<file path="src/rtl/fifo_wptr_full.sv">
// Write-side pointer and status controller for the async FIFO.
// Keeps binary/Gray write pointers and derives full, afull, level, overflow.
module fifo_wptr_full #(
  parameter int ADDRBITS     = 4,
  parameter int AFULL_THRESH = 14
) (
  input  logic                w_clk,
  input  logic                reset,
  input  logic                w_en,
  input  logic [ADDRBITS:0]   r_syn,
  input  logic                w_ovf_clr,
  output logic                w_wr,
  output logic [ADDRBITS-1:0] w_addr,
  output logic [ADDRBITS:0]   wgrey,
  output logic                w_full,
  output logic                w_afull,
  output logic [ADDRBITS:0]   w_level,
  output logic                w_ovf
);

  localparam int PW = ADDRBITS + 1;

  // Flipping the two MSBs of the read Gray pointer gives the
  // Gray value the write pointer holds exactly DEPTH entries ahead.
  localparam logic [PW-1:0] TOPMASK = PW'(3) << (ADDRBITS - 1);
  localparam logic [PW-1:0] AFTH    = PW'(AFULL_THRESH);

  logic [PW-1:0] r_wbin;
  logic [PW-1:0] r_wgrey;
  logic [PW-1:0] r_level;
  logic          r_full;
  logic          r_afull;
  logic          r_ovf;

  logic [PW-1:0] w_bin_nx;
  logic [PW-1:0] w_grey_nx;
  logic [PW-1:0] w_rbin;
  logic [PW-1:0] w_level_nx;
  logic          w_full_nx;
  logic          w_afull_nx;

  // Gray-to-binary of the synchronized read pointer.
  always_comb begin
    w_rbin = '0;
    for (int i = 0; i < PW; i++) begin
      w_rbin[i] = ^(r_syn >> i);
    end
  end

  assign w_wr       = w_en & ~r_full;
  assign w_bin_nx   = r_wbin + PW'(w_wr);
  assign w_grey_nx  = w_bin_nx ^ (w_bin_nx >> 1);
  assign w_full_nx  = (w_grey_nx == (r_syn ^ TOPMASK));
  assign w_level_nx = w_bin_nx - w_rbin;
  assign w_afull_nx = (w_level_nx >= AFTH);

  // Pointer and status registers; overflow set beats clear.
  always_ff @(posedge w_clk or negedge reset) begin
    if (!reset) begin
      r_wbin  <= '0;
      r_wgrey <= '0;
      r_level <= '0;
      r_full  <= 1'b0;
      r_afull <= 1'b0;
      r_ovf   <= 1'b0;
    end else begin
      r_wbin  <= w_bin_nx;
      r_wgrey <= w_grey_nx;
      r_level <= w_level_nx;
      r_full  <= w_full_nx;
      r_afull <= w_afull_nx;
      if (w_en & r_full) begin
        r_ovf <= 1'b1;
      end else if (w_ovf_clr) begin
        r_ovf <= 1'b0;
      end
    end
  end

  assign w_addr  = r_wbin[ADDRBITS-1:0];
  assign wgrey   = r_wgrey;
  assign w_full  = r_full;
  assign w_afull = r_afull;
  assign w_level = r_level;
  assign w_ovf   = r_ovf;

endmodule

</file>
<file path="config.mk">
export PLATFORM = sky130hd
export DESIGN_NAME = fifo_wptr_full
export DESIGN_NICKNAME = d
export VERILOG_FILES = /design/src/rtl/fifo_wptr_full.sv
export SDC_FILE = /design/constraint.sdc
export NUM_CORES = 1
export LEC_CHECK = 0
export CORE_MARGIN = 2
export CORE_UTILIZATION = 46
export CTS_CLUSTER_SIZE = 12
export DETAILED_ROUTE_END_ITERATION = 12
export GPL_TIMING_DRIVEN = 0
export HOLD_SLACK_MARGIN = 0.15
export PLACE_DENSITY = 0.78
export SKIP_LAST_GASP = 1
export SYNTH_ARGS = -nofsm -noshare
export SYNTH_HDL_FRONTEND = slang
export SYNTH_SLANG_ARGS = --single-unit
export TNS_END_PERCENT = 5
</file>
<file path="constraint.sdc">
create_clock -name w_clk -period 2.67 [get_ports w_clk]
set_input_delay 0.534 -clock w_clk [delete_from_list [all_inputs] [get_ports w_clk]]
set_output_delay 0.534 -clock w_clk [all_outputs]
set_load 0.01 [all_outputs]
</file>
### Word level (Yosys, flattened, before mapping)

Index checks and enable logic that the tools add are counted.

* bits in registers: 18
* input port bits: 9
* output and inout bits: 18
* word-level logic and storage cells: 23

* add/subtract/negate cells: 2
* order comparisons: 1
* equality and inequality tests: 1
* muxes and demuxes: 2
* bitwise logic cells: 5
* reductions and logical operators: 6

Operators by type and width (number)
* 5-bit XOR reduction: 5
* 5-bit by 1-bit adder with 5-bit output: 1
* 5-bit equality test: 1
* 5-bit by 4-bit greater-or-equal comparator with 1-bit output (second input constant): 1
* 5-bit subtractor: 1
* 5-bit by 4-bit bitwise XOR with 5-bit output: 1
* 1-bit AND: 2
* 1-bit 2-to-1 mux: 2
* 2-bit NOT: 1
* 2-bit nonzero test: 1
* 1-bit NOT: 1

### Depth between registers and ports, before layout

* word-level depth: 5
* gate-level depth with buffers: 10
* mapped depth without buffers: 10

### Worst setup path before layout

OpenSTA, ideal clock, no wires.

* path type: input to register
* start: input port r_syn[4]
* end: register r_afull, in the netlist w_afull
* library setup time: 0.126 ns
* arrival time: 2.582 ns
* data required time: 2.544 ns
* path slack: -0.038 ns
* stages on the path: 10
* buffers on the path: 0
* cells stage by stage: xnor2_2 xor2_2 xor2_2 xnor2_1 ha_1 fa_1 nor2b_1 nor3_1 o211a_1 a311o_1

* cells in the longest elaborated chain, start to end: 3
* elaborated cells on any way between the ends: 7
* classes of those cells: add/sub (1); order compare (1); reduce/logical (5)

Ends and longest elaborated chain
* from (decl): RTL line 10 `input logic [ADDRBITS:0] r_syn,`
* 5-bit XOR reduction: RTL line 46 `w_rbin[i] = ^(r_syn >> i);`
* 5-bit subtractor (*): RTL line 54 `assign w_level_nx = w_bin_nx - w_rbin;`
* 5-bit by 4-bit greater-or-equal comparator with 1-bit output (*): RTL line 55 `assign w_afull_nx = (w_level_nx >= AFTH);`
* via w_afull_nx: RTL line 40 `logic w_afull_nx;`
* to (signal assigned): RTL line 71 `r_afull <= w_afull_nx;`
* to (decl): RTL line 32 `logic r_afull;`

The timed path passes the listed nets; every way through them passes the cells marked *.
A chain may end at the register's enable or synchronous reset.

### Worst setup path in the final report

Ends and elaborated chain as after synthesis.

==> results <==
state kept, by name, summed over array words and instances (netlist names):
register / cells
w_ovf: 1
wgrey: 4
w_full: 1
w_level: 5
w_afull: 1
r_wbin: 5
logic make-up after synthesis:
logic type | Yosys count | share of synthesized area [%]
xor+xnor | 21 | 25.2
fa+ha+maj | 6 | 8.84
compound gates | 9 | 7.63
buf+inv | 9 | 4.42
flops | 17 | 45.5
simple gates | 14 | 8.43
final timing paths:
kind | from | to | slack, ns | cells past startpoint
max in group asynchronous | reset | wgrey[1] | 1.53 | 1
worst max register to register | w_full | w_afull | 0.38 | 9
min in group asynchronous | reset | w_level[4] | 0.68 | 1
worst min register to register | w_ovf | w_ovf | 0.54 | 2
worst min-delay path | w_en | w_ovf | 0.53 | 3
worst max-delay path | r_syn[4] | w_afull | 0.12 | 11
through the flow:
stage / TNS [ns] / area, sq um / power [mW] / cells
CTS: 0 / 1350 / 1.81 / 137
detailed placement: -2.28 / 1250 / 1.58 / 129
finish: 0 / 1430 / 2.01 / 144
floorplan: 0 / 953 / 1.18 / 76
global placement: -2.05 / 1250 / 1.55 / 129
global route: 0 / 1430 / 2.16 / 144
power groups by stage:
stage / combinational (mW) / sequential [mW] / clock (mW)
2_1_floorplan: 0.648 / 0.533 / 0
3_3_place_gp: 1.08 / 0.464 / 0
3_5_place_dp: 1.11 / 0.470 / 0
4_1_cts: 1.20 / 0.476 / 0.140
5_1_grt: 1.51 / 0.495 / 0.149
6_report: 1.40 / 0.479 / 0.135
cell type report:
class | instances | area, sq um
Buffer | 1 | 11.3
Sequential cell | 17 | 425
Inverter | 8 | 30.0
Clock buffer | 4 | 26.3
Tap cell | 27 | 33.8
Timing Repair Buffer | 37 | 334
Fill cell | 147 | 517
Multi-Input combinational cell | 50 | 564
cell usage after synthesis, drive strengths merged, types with 2 or more instances:
master,count,area (sq um)
o21ai,3,15.0
or2,2,12.5
xnor2,10,95.1
ha,5,62.6
xor2,9,93.8
nand2,3,11.3
or3,2,12.5
dfrtp,17,425
nand3,4,25.0
inv,8,30.0
nor2b,2,12.5
worst reg2reg max path, delay by kind of cell (launching register included):
| kind | cells | cell delay (ns) |
|---|---|---|
| flops | 1 | 0.42 |
| compound gates | 2 | 0.54 |
| buf+inv | 1 | 0.05 |
| fa+ha+maj | 3 | 0.89 |
| simple gates | 3 | 0.29 |
per-layer routing:
| layer | track usage [%] | vias up |
|---|---|---|
| met1 | 20.2 | 326 |
| met5 | 0 | - |
| met3 | 2.76 | 4 |
| met4 | 10.0 | 0 |
| li1 | - | 332 |
| met2 | 29.7 | 13 |
repair_timing:
item / 4_1_cts / 5_1_grt
setup buffers: 4 / 7
pin swaps: 4 / 6
resized for setup: 15 / 12
cloned: 0 / 0
setup endpoints to repair: 2 / 2
==> impl_metrics.env <==
export IMPL_status="finished clean"
export IMPL_die_w_microns=49.1
export IMPL_power_density_nw_per_um2=1410
export IMPL_synth_edf_count=0
export IMPL_port_buffers=26
export IMPL_grt_pass1_vias=689
export IMPL_p_leak_nw=0.638
export IMPL_pre_cts_slack_ns=-0.792
export IMPL_htreeDepth=1
export IMPL_met1_length_microns=852
export IMPL_critPathLaunchType="input pin"
export IMPL_drtPass1Iterations=2
export IMPL_setup_ws_ns=0.124
export IMPL_routabilityCongestion=0.810
export IMPL_ys_seq_area_share_pct=45.5
export IMPL_hold_viol_final=0
export IMPL_yosysUniqueCellTypes=26
export IMPL_antenna_left=0
export IMPL_crit_top_cell="xor2_2"
export IMPL_overflow=0
export IMPL_power_frac_seq_pct=23.8
export IMPL_tritoncts="yes"
export IMPL_syn_to_final_growth_pct=52.5
export IMPL_min_period_ns=2.55
export IMPL_clkLatencyLatePin_ns=0.28
export IMPL_yosys_most_used_dff="dfrtp_1"
export IMPL_wl_met3_microns=44
export IMPL_cts_clk_slew_worst_paths_ns=0.10
export IMPL_fin_worst_hold_slack_ns=0.534
export IMPL_grt_max_degree=18
export IMPL_utilization_pct=73.4
export IMPL_crit_buf_inv=1
export IMPL_vdd_ir_drop_max_uv=738
export IMPL_skew_ns=0.00460
export IMPL_cp_arrival_ns=2.72
export IMPL_fp_row_count=16
export IMPL_post_route_period_util_pct=95.4
export IMPL_min_delay_path_class="input pin to flip-flop"
export IMPL_wl_per_cell_microns=13.5
export IMPL_synthesis_nets=91
export IMPL_via_per_inst=4.69
export IMPL_netlist_area_sq_um=935
export IMPL_initial_core_util_pct=48.1
export IMPL_setup_violations=0
export IMPL_mostFrequentLayoutCell="clkdlybuf4s50_1"
export IMPL_cts_buffers=3
export IMPL_switching_power_mw=0.769
export IMPL_drtIter0Drc=2
export IMPL_io_pins=27
export IMPL_swShare_pct=38.2
export IMPL_max_cap_viol_count=0
export IMPL_cts_sinks=17
export IMPL_critPathSlowestCell="fa_2"
export IMPL_crit_family="XOR/XNOR gates"
export IMPL_async_flop_share_pct=100
export IMPL_drt_wl_total_mm=1.94
export IMPL_drv_slew=0
export IMPL_grt_util_all_layers_pct=17.3
export IMPL_crit_path_cell_trace="buf_2 -> xnor2_4 -> xor2_2 -> xor2_2 -> xnor2_1 -> ha_2 -> fa_2 -> nor2b_4 -> nor3_2 -> o211a_1 -> a311o_1"
export IMPL_final_cell_mix="22 x clkdlybuf4s50_1, 17 x dfrtp_1, 11 x buf_4"
export IMPL_combPwrFrac_pct=69.5
export IMPL_critPathKind="input pin to flip-flop"
export IMPL_cts_hold_buf=0
export IMPL_grt_pass1_wl_mm=3.04
export IMPL_cts_root_buf="clkbuf_4"
export IMPL_yosysWarningCount=0
export IMPL_max_freq_ghz=0.393
export IMPL_crit_fanout=4
export IMPL_die_area_sq_um=2410
export IMPL_maxUsedRoutingLayer="met4"
export IMPL_p_int_mw=1.24
export IMPL_rsz0062_at_grt="false"
export IMPL_cpPeakStageDelay_ns=0.40
export IMPL_drc=0
export IMPL_dpl_hpwl_mm=1.33
export IMPL_fin_nets=133
export IMPL_tightest_slew_ns=0.739
export IMPL_clock_path_buffers=2
export IMPL_final_layout_size_suffix_gt1_share_pct=28.2
export IMPL_fp_dieH_microns=49.1
export IMPL_vias=675
export IMPL_setup_worst_path_end_class="flip-flop"
export IMPL_ys_seq_elements=17
export IMPL_clkPwrFrac_pct=6.7
export IMPL_antenna_found_initial=0
export IMPL_slew_headroom_pct=50.6
export IMPL_cp_required_ns=2.85
export IMPL_diodes=0
export IMPL_wl_met2_mm=1.01
export IMPL_syn_inst=76
export IMPL_core_area_sq_um=1940
export IMPL_avgSynthCellArea_sq_um=12.3
(Power assumes the default switching activity.)
